## config.mk

```make
export PLATFORM = sky130hd
export DESIGN_NAME = ccip_mmio_csr
export DESIGN_NICKNAME = d
export VERILOG_FILES = /design/src/rtl/ccip_mmio_csr.sv
export SDC_FILE = /design/constraint.sdc
export NUM_CORES = 1
export LEC_CHECK = 0
export ABC_AREA = 1
export CORE_AREA = 2 2 294 296
export DETAILED_ROUTE_END_ITERATION = 16
export DIE_AREA = 0 0 296 298
export GPL_TIMING_DRIVEN = 0
export HOLD_SLACK_MARGIN = 0.03
export PLACE_DENSITY = 0.58
export SYNTH_ARGS = -nofsm -noshare
export SYNTH_HDL_FRONTEND = slang
export SYNTH_SLANG_ARGS = --single-unit
```

## constraint.sdc

```tcl
create_clock -name pClk -period 2.1 [get_ports pClk]
set_clock_uncertainty 0.2 [all_clocks]
set_input_delay 0.21 -clock pClk [delete_from_list [all_inputs] [get_ports pClk]]
set_output_delay 0.21 -clock pClk [all_outputs]
set_load 0.03 [all_outputs]
```

## src/rtl/ccip_mmio_csr.sv

```systemverilog
// ccip_mmio_csr: MMIO CSR responder on CCI-P c0 Rx (requests) and c2 Tx
// (read responses). It holds eight 64-bit CSRs and answers every read with
// a fixed two-cycle latency.
//
// Flattened bus layouts (packed, MSB first):
//   c0 Rx (543): hdr[542:515] | data[514:3] | rspValid[2] | mmioRdValid[1] | mmioWrValid[0]
//     MMIO hdr : address[542:527] | length[526:525] | rsvd[524] | tid[523:515]
//   c2 Tx (74) : tid[73:65] | mmioRdValid[64] | data[63:0]
module ccip_mmio_csr #(
  parameter logic [15:0] MMIO_BASE = 16'h0000,
  parameter logic [63:0] AFU_DFH   = 64'h1000_0000_0000_1001,
  parameter logic [63:0] AFU_ID_L  = 64'h0,
  parameter logic [63:0] AFU_ID_H  = 64'h0
) (
  input  logic         pClk,
  input  logic         pck_cp2af_softReset,
  input  logic [542:0] pck_cp2af_sRx_c0,
  output logic [73:0]  pck_af2cp_sTx_c2,
  input  logic [63:0]  status_in,
  output logic [63:0]  ctrl_reg,
  output logic         ctrl_start,
  output logic         err_sticky
);

  localparam int NUM_CSR  = 8;
  localparam int IDX_DFH  = 0;
  localparam int IDX_IDL  = 1;
  localparam int IDX_IDH  = 2;
  localparam int IDX_SCR  = 3;
  localparam int IDX_CTRL = 4;
  localparam int IDX_STAT = 5;
  localparam int IDX_CYC  = 6;
  localparam int IDX_WRC  = 7;

  logic srst;
  assign srst = pck_cp2af_softReset;

  // ---------------------------------------------------------------------
  // Request field extraction
  // ---------------------------------------------------------------------
  logic [15:0] req_addr;
  logic [1:0]  req_len;
  logic [8:0]  req_tid;
  logic [63:0] req_data;
  logic        rd_valid;
  logic        wr_valid;

  assign req_addr = pck_cp2af_sRx_c0[542:527];
  assign req_len  = pck_cp2af_sRx_c0[526:525];
  assign req_tid  = pck_cp2af_sRx_c0[523:515];
  assign req_data = pck_cp2af_sRx_c0[66:3];
  assign rd_valid = pck_cp2af_sRx_c0[1];
  assign wr_valid = pck_cp2af_sRx_c0[0];

  // rspValid, the reserved header bit and the upper data lanes are not used.
  logic unused_rx_bits;
  assign unused_rx_bits = ^{pck_cp2af_sRx_c0[524], pck_cp2af_sRx_c0[514:67],
                            pck_cp2af_sRx_c0[2]};

  // ---------------------------------------------------------------------
  // Address / length decode
  // ---------------------------------------------------------------------
  logic       req_hit;
  logic [2:0] req_idx;
  logic       req_upper;
  logic       req_full;
  logic       req_legal;
  logic       wr_fire;
  logic       wr_bad;
  logic       rd_bad;

  assign req_hit   = (req_addr[15:4] == MMIO_BASE[15:4]);
  assign req_idx   = req_addr[3:1];
  assign req_upper = req_addr[0];
  assign req_full  = (req_len == 2'b01);
  // 4B is always legal; 8B needs an even DW address; 2'b10/2'b11 never legal.
  assign req_legal = (req_len == 2'b00) || (req_full && !req_addr[0]);

  // Only accesses inside our window can be illegal; foreign traffic is
  // simply not ours to judge.
  assign wr_fire = wr_valid && req_hit && req_legal;
  assign wr_bad  = wr_valid && req_hit && !req_legal;
  assign rd_bad  = rd_valid && req_hit && !req_legal;

  // One write strobe per CSR slot.
  logic [NUM_CSR-1:0] wr_sel;
  generate
    for (genvar gi = 0; gi < NUM_CSR; gi++) begin : g_wr_sel
      assign wr_sel[gi] = wr_fire && (req_idx == 3'(gi));
    end
  endgenerate

  // Merge write data into an existing CSR value: full 64 bits for 8B,
  // otherwise only the addressed DW takes data[31:0].
  function automatic logic [63:0] merge_dw(input logic [63:0] old_val,
                                           input logic [63:0] wdata,
                                           input logic        full,
                                           input logic        upper);
    logic [63:0] res;
    if (full) begin
      res = wdata;
    end else if (upper) begin
      res = {wdata[31:0], old_val[31:0]};
    end else begin
      res = {old_val[63:32], wdata[31:0]};
    end
    return res;
  endfunction

  // ---------------------------------------------------------------------
  // Writable state
  // ---------------------------------------------------------------------
  logic [63:0] scratch_reg;
  logic [63:0] scratch_next;
  logic [63:0] ctrl_next;
  logic        ctrl_start_reg;
  logic        ctrl_start_next;
  logic [63:0] cycles_reg;
  logic [63:0] cycles_next;
  logic [31:0] wrcnt_reg;
  logic [31:0] wrcnt_next;
  logic        err_reg;
  logic        err_next;

  // Next-state for the CSR bank and side-band outputs.
  always_comb begin
    scratch_next    = scratch_reg;
    ctrl_next       = ctrl_reg;
    ctrl_start_next = 1'b0;
    cycles_next     = cycles_reg + 64'd1;
    wrcnt_next      = wrcnt_reg;
    err_next        = err_reg;

    if (wr_sel[IDX_SCR]) begin
      scratch_next = merge_dw(scratch_reg, req_data, req_full, req_upper);
    end

    if (wr_sel[IDX_CTRL]) begin
      // Bit 0 is a command bit: it fires ctrl_start and never sticks.
      ctrl_next       = merge_dw(ctrl_reg, req_data, req_full, req_upper);
      ctrl_next[0]    = 1'b0;
      ctrl_start_next = req_data[0];
    end

    // Any accepted write to CYCLES restarts it from zero.
    if (wr_sel[IDX_CYC]) begin
      cycles_next = 64'd0;
    end

    // Every accepted in-window write counts, RO targets included.
    if (wr_fire && (wrcnt_reg != 32'hFFFF_FFFF)) begin
      wrcnt_next = wrcnt_reg + 32'd1;
    end

    if (wr_bad || rd_bad) begin
      err_next = 1'b1;
    end
  end

  // CSR bank and side-band state registers.
  always_ff @(posedge pClk) begin
    if (srst) begin
      scratch_reg    <= 64'd0;
      ctrl_reg       <= 64'd0;
      ctrl_start_reg <= 1'b0;
      cycles_reg     <= 64'd0;
      wrcnt_reg      <= 32'd0;
      err_reg        <= 1'b0;
    end else begin
      scratch_reg    <= scratch_next;
      ctrl_reg       <= ctrl_next;
      ctrl_start_reg <= ctrl_start_next;
      cycles_reg     <= cycles_next;
      wrcnt_reg      <= wrcnt_next;
      err_reg        <= err_next;
    end
  end

  assign ctrl_start = ctrl_start_reg;
  assign err_sticky = err_reg;

  // ---------------------------------------------------------------------
  // Read pipeline, stage 1: capture the request and its decode.
  // The CYCLES snapshot takes cycles_next so the value returned is the one
  // the counter holds in the cycle after the request.
  // ---------------------------------------------------------------------
  logic        s1_valid_reg;
  logic [8:0]  s1_tid_reg;
  logic [2:0]  s1_idx_reg;
  logic        s1_upper_reg;
  logic        s1_full_reg;
  logic        s1_ok_reg;
  logic [63:0] s1_cycles_reg;

  // Stage-1 request capture.
  always_ff @(posedge pClk) begin
    if (srst) begin
      s1_valid_reg  <= 1'b0;
      s1_tid_reg    <= 9'd0;
      s1_idx_reg    <= 3'd0;
      s1_upper_reg  <= 1'b0;
      s1_full_reg   <= 1'b0;
      s1_ok_reg     <= 1'b0;
      s1_cycles_reg <= 64'd0;
    end else begin
      s1_valid_reg <= rd_valid;
      if (rd_valid) begin
        s1_tid_reg    <= req_tid;
        s1_idx_reg    <= req_idx;
        s1_upper_reg  <= req_upper;
        s1_full_reg   <= req_full;
        s1_ok_reg     <= req_hit && req_legal;
        s1_cycles_reg <= cycles_next;
      end
    end
  end

  // ---------------------------------------------------------------------
  // Read pipeline, stage 2: select the CSR and shape it for the length.
  // ---------------------------------------------------------------------
  logic [63:0] csr_value;
  logic [31:0] csr_dw;
  logic [63:0] rd_data_next;

  // CSR read mux and response shaping.
  always_comb begin
    csr_value = 64'd0;
    unique case (s1_idx_reg)
      3'(IDX_DFH):  csr_value = AFU_DFH;
      3'(IDX_IDL):  csr_value = AFU_ID_L;
      3'(IDX_IDH):  csr_value = AFU_ID_H;
      3'(IDX_SCR):  csr_value = scratch_reg;
      3'(IDX_CTRL): csr_value = ctrl_reg;
      3'(IDX_STAT): csr_value = status_in;
      3'(IDX_CYC):  csr_value = s1_cycles_reg;
      3'(IDX_WRC):  csr_value = {32'd0, wrcnt_reg};
      default:      csr_value = 64'd0;
    endcase

    csr_dw = s1_upper_reg ? csr_value[63:32] : csr_value[31:0];

    if (!s1_ok_reg) begin
      rd_data_next = 64'd0;
    end else if (s1_full_reg) begin
      rd_data_next = csr_value;
    end else begin
      rd_data_next = {csr_dw, csr_dw};
    end
  end

  logic        c2_valid_reg;
  logic [8:0]  c2_tid_reg;
  logic [63:0] c2_data_reg;

  // Stage-2 c2 response register; hdr/data hold between responses.
  always_ff @(posedge pClk) begin
    if (srst) begin
      c2_valid_reg <= 1'b0;
      c2_tid_reg   <= 9'd0;
      c2_data_reg  <= 64'd0;
    end else begin
      c2_valid_reg <= s1_valid_reg;
      if (s1_valid_reg) begin
        c2_tid_reg  <= s1_tid_reg;
        c2_data_reg <= rd_data_next;
      end
    end
  end

  assign pck_af2cp_sTx_c2 = {c2_tid_reg, c2_valid_reg, c2_data_reg};

endmodule

```

# After elaboration in Yosys (flattened, before gate mapping)
# Cells that the tools add are included.
# W data, S select, Z words.
[totals]
out_inout_bits = 140
regBits = 379
input_bits = 609
word_cells = 68
[op_classes]
n_reduce_logical = 25
eq_ne = 13
n_bitwise = 1
muxes = 9
addsub = 2
[op_table]
columns = ["operator", "n"]
rows = [
  ["$mux W64", 7],
  ["$pmux W64 S7", 1],
  ["$add A64 B1 Y64 const B", 1],
  ["$add A32 B1 Y32 const B", 1],
  ["$mux W32", 1],
  ["$ne A32 B32 Y1 const B", 1],
  ["$eq A3 B3 Y1 const B", 6],
  ["$logic_not A12 Y1", 1],
  ["$logic_and A1 B1 Y1", 11],
  ["$eq A3 B2 Y1 const B", 3],
  ["$reduce_and A2 Y1", 4],
  ["$reduce_or A2 Y1", 2],
  ["$eq A3 B1 Y1 const B", 1],
  ["$logic_not A3 Y1", 1],
  ["$eq A2 B1 Y1 const B", 1],
  ["$logic_not A1 Y1", 2],
  ["$logic_not A2 Y1", 1],
  ["$logic_or A1 B1 Y1", 2],
  ["$ne A2 B1 Y1 const B", 1],
  ["$reduce_bool A2 Y1", 1],
  ["$not A1 Y1", 1],
]

# Longest topological paths before layout
[depth]
word_depth = 7
mapped_depth = 11
ltp_nobuf = 11

# Worst setup path after synthesis
# OpenSTA, ideal clock, no wires.
[synth_timing]
path_kind = "flip-flop to flip-flop"
start = "register wrcnt_reg[0]"
end = "register wrcnt_reg[5]"
stages_incl_launch_ff = 12
n_path_buf = 1
period_less_slack_ps = 1990
required_time_ps = 1768
arrival_time_ps = 1658
setup_ps = 132
slack_ps = 110
path_cell_list = "dfxtp_1 -> ha_1 -> inv_1 -> nor2_2 -> nand2_2 -> nor2_2 -> nand4_1 -> nand2_2 -> inv_2 -> buf_6 -> nand2_1 -> a21oi_1"
[synth_between]
elab_chain_len = 2
elab_cells_between_ends = 3
cone_classes = "add/sub: 1; eq/ne: 1; reduce/logical: 1"
[synth_rtl]
columns = ["element", "line", "source"]
rows = [
  ["from (decl)", "120", "logic [31:0] wrcnt_reg;"],
  ["from (signal assigned)", "174", "wrcnt_reg <= wrcnt_next;"],
  ["parallel branches: the longest is 2 deep, another holds $add A32 B1 Y32", "-", ""],
]
# Parallel ways; which one is timed is not known.
# A chain may end at the register's enable or synchronous reset.

# Worst setup path in the final report
[layout_timing]
start = "register s1_idx_reg[2]"
end = "register c2_data_reg[1]"
[layout_between]
elab_chain_len = 6
elab_cells_between_ends = 13
cone_classes = "eq/ne: 7; mux: 4; reduce/logical: 2"
[layout_rtl]
columns = ["element", "line", "source"]
rows = [
  ["from (decl)", "189", "logic [2:0] s1_idx_reg;"],
  ["from (signal assigned)", "209", "s1_idx_reg <= req_idx;"],
  ["$eq A3 B2 Y1 or $eq A3 B1 Y1 (tied branches)", "228", "unique case (s1_idx_reg)"],
  ["$reduce_or A2 Y1 (no line)", "-", ""],
  ["$pmux W64 S7 (*)", "228", ""],
  ["$mux W32", "240", "csr_dw = s1_upper_reg ? csr_value[63:32] : csr_value[31:0];"],
  ["$mux W64 (*)", "244", "end else if (s1_full_reg) begin"],
  ["$mux W64 (*)", "242", "if (!s1_ok_reg) begin"],
  ["to (signal assigned)", "265", "c2_data_reg <= rd_data_next;"],
  ["to (decl)", "253", "logic [63:0] c2_data_reg;"],
]
# Mark *: on every way between the ends. The rest lies on a longest branch, timed or not.

==> out/results.tsv <==
stage	metric	value	unit
run_status	outcome	finished with violations	
run_status	violations	negative setup slack	
sta	fmax	470	MHz
sta	rsz0062_at_grt	true	
min_path	holdPathStages	2	
synth	synth_top_area_share	37.2	%
synth	syn_nets	3824	
layout	syn2layout_area_growth	39.9	%
die	core	84900	um^2
layout	fin_nets	4216	
worst_setup_path	critPathLaunchType	register	
min_path	holdCritStartpoint	pck_cp2af_softReset	
global_routing	track_usage	23.5	%
die	die_height	298	um
sta	period_minus_slack	2.13	ns
worst_setup_path	worstPathRequired	2.33	ns
global_routing	grt_pass1_vias	21800	
die	num_rows	107	
sta	fin_crit_sh	101	%
routing	dr.pass1.iters	7	
worst_setup_path	path_class	register to register	
die	start_util	24.0	%
synth	synth_cell_types	36	
routing	routed_via_density	5.04	
power	clock_power_share	47.6	%
worst_setup_path	crit_path_frequent_cell	o21ai_2	
worst_setup_path	r2r_slack	-0.03	ns
routing	vias	24100	
power	total_power	18.2	mW
synth	yosysTopAreaCell	dfxtp_1	
routing	route.detailed.drc	0	
global_routing	antenna_found_initial	3	
worst_setup_path	slowest_stage	dfxtp_1	
clock_network	clk_pin_slew	0.06	ns
die	io_pins	749	
worst_setup_path	crit_arrival	2.36	ns
synth	synth_common_cells	nand2_1, nor2_1, dfxtp_1	
synth	synthTopCellsByArea	dfxtp_1, nand2_1, nor2_1, nand3_1, nand4_1	
synth	ys.flop_type	dfxtp_1	
power	p_sw_share	27.4	%
global_routing	grt_pass1_wl	151	mm
worst_setup_path	r2r-start	s1_idx_reg[2]$_SDFFE_PP0P_	
worst_setup_path	cp_max_fo	10	
power	power_density	637	nW/um^2
global_routing	grt-ovfl-total	0	
power	p_leak	11.3	nW
power	power_frac_comb	11.8	%
sta	worst_pin_slew	1.09	ns
clock_network	clock_latency	0.63	ns
sta	setup_viol	8	
worst_setup_path	crit_start	s1_idx_reg[2]$_SDFFE_PP0P_	
min_path	worst_hold_path.endpoint	s1_valid_reg$_SDFF_PP0_	
die	dieArea	88200	um^2
layout	n_fill_cell	9363	
worst_setup_path	path_buf_inv	3	
sta	fin_hold_ws	0.0286	ns
synth	synth-seq-cells	379	
clock_network	cts_buffers	45	
worst_setup_path	ff2ff_path_depth	9	
sta	fin_ws	-0.0282	ns
routing	ant_nets	0	
placement	hpwl	87.4	mm
synth	synth.most_common_cell	nand2_1	
sta	finalHoldViolations	0	
sta	slew_headroom	27.5	%
power	ir_drop	592	uV
synth	syn_area_per_cell	6.35	um^2
power	p_int	13.2	mW
worst_setup_path	critical-path-max-stage-delay	0.31	ns
worst_setup_path	path_cells	buf_4 -> clkinv_4 -> nand3_4 -> clkbuf_8 -> o21ai_2 -> o21ai_2 -> nand3_1 -> nand3_2 -> a21oi_1	
run	cap_violations	0	
power	seqPwrFrac	40.5	%
sta	slew_violations	0	
placement	port_buffers	294	
clock_network	clockBufferDepth	3	
synth	yosys_warnings	0	
power	p_sw	4.98	mW
synth	synth_edf_count	0	
clock_network	cts_tree	built	
synth	synth_area	20400	um^2
layout	layout-drive-gt1-share	14.2	%
routing	drt-initial-drc-count	2887	
clock_network	cts-htree-levels	2	
synth	syn_inst	3213	
placement	gp_congestion	1.00	
routing	drt-total-wl	109	mm
clock_network	cts_root_buf	clkbuf_16	
sta	final.setup.tns	-0.0979	ns
synth	async_flop_share	0	%
clock_network	clock_sink_count	379	
synth	seq_area_frac_synth	37.2	%
worst_setup_path	end_kind	register	
global_routing	grt_max_degree	14	
min_path	hp-class	input pin to register	
worst_setup_path	r2r-end	c2_data_reg[1]$_SDFFE_PP0P_	
die	die_w	296	um
worst_setup_path	crit_family	simple AND/OR/NAND/NOR gates	
routing	routedWlPerCell	22.8	um
## power by group through the flow
stage          Clock (mW)  Combinational [mW]  Sequential (mW)
6_report             8.66                2.15             7.37
5_1_grt              9.01                2.24             7.37
4_1_cts              8.74                1.97             7.36
3_5_place_dp            0                1.80             7.52
3_3_place_gp            0                1.80             7.52
2_1_floorplan           0               0.833             7.53
## what timing repair did
action / 4_1_cts / 5_1_grt
gates cloned: 1 / 2
setup endpoints to repair: 437 / 219
buffers inserted: 11 / 13
pin swaps: 15 / 43
hold buffers: 25 / 0
gates resized for setup: 366 / 284
hold endpoints to repair: 24 / 0
## cell usage in the layout (no fill, tap or decap), types with 72 or more instances in the layout
| cell type | netlist | final |
|---|---|---|
| a21oi_1 | 190 | 184 |
| clkbuf_1 | 126 | 84 |
| clkdlybuf4s50_1 | 0 | 213 |
| dfxtp_1 | 379 | 359 |
| dlygate4sd2_1 | 0 | 72 |
| inv_1 | 227 | 224 |
| nand2_1 | 734 | 702 |
| nand3_1 | 331 | 262 |
| nand4_1 | 179 | 179 |
| nor2_1 | 532 | 495 |
| o21ai_0 | 190 | 118 |
## worst max path at each step
stage                                                 to  slack, ns  depth (start not counted)
after floorplan                wrcnt_reg[5]$_SDFFE_PP0P_       0.11                         11
after global placement    s1_cycles_reg[43]$_SDFFE_PP0P_      -1.41                          8
after detailed placement  s1_cycles_reg[43]$_SDFFE_PP0P_      -1.44                          8
after CTS                    c2_data_reg[7]$_SDFFE_PP0P_      -0.01                          9
after global routing        c2_data_reg[59]$_SDFFE_PP0P_      -0.06                          9
final                        c2_data_reg[1]$_SDFFE_PP0P_      -0.03                          9
## stage by stage
stage,instances,utilization [%],cell area [um^2],worst slack (ns)
2_1_floorplan,3213,-,20400,0.110
3_3_place_gp,4651,29.2,24800,-1.41
3_5_place_dp,4651,29.2,24800,-1.44
4_1_cts,4765,32.3,27400,-0.0149
5_1_grt,4780,33.6,28500,-0.0569
6_report,4784,33.6,28500,-0.0282
## cell type report
| cell class | count | area [um^2] | share of cell area [%] |
|---|---|---|---|
| tap | 1144 | 1430 | 5.02 |
| antenna | 4 | 10.0 | 0.0351 |
| multi-input combinational | 2379 | 12200 | 42.7 |
| sequential | 379 | 7620 | 26.7 |
| inverter | 234 | 896 | 3.14 |
| buffer | 221 | 1360 | 4.78 |
| clock buffer | 58 | 1270 | 4.47 |
| clock inverter | 20 | 334 | 1.17 |
| timing repair buffer | 345 | 3410 | 11.9 |
## cell families after synthesis
logic type	synth area share, %
AOI/OAI and AO/OA	11.2
xor gates and xnor gates	1.76
adders and majority gates	0.123
buffers and inverters	9.18
DFF	37.2
other	0.0184
and+or+nand+nor	40.5
## layer usage
| layer | part of all wire (%) | GRT usage [%] |
|---|---|---|
| met3 | 11 | 4.73 |
| met2 | 41 | 34.0 |
| met4 | 3.4 | 7.55 |
| met5 | 0.021 | 0 |
| met1 | 45 | 34.4 |
Power figures use the tool's default switching activity.
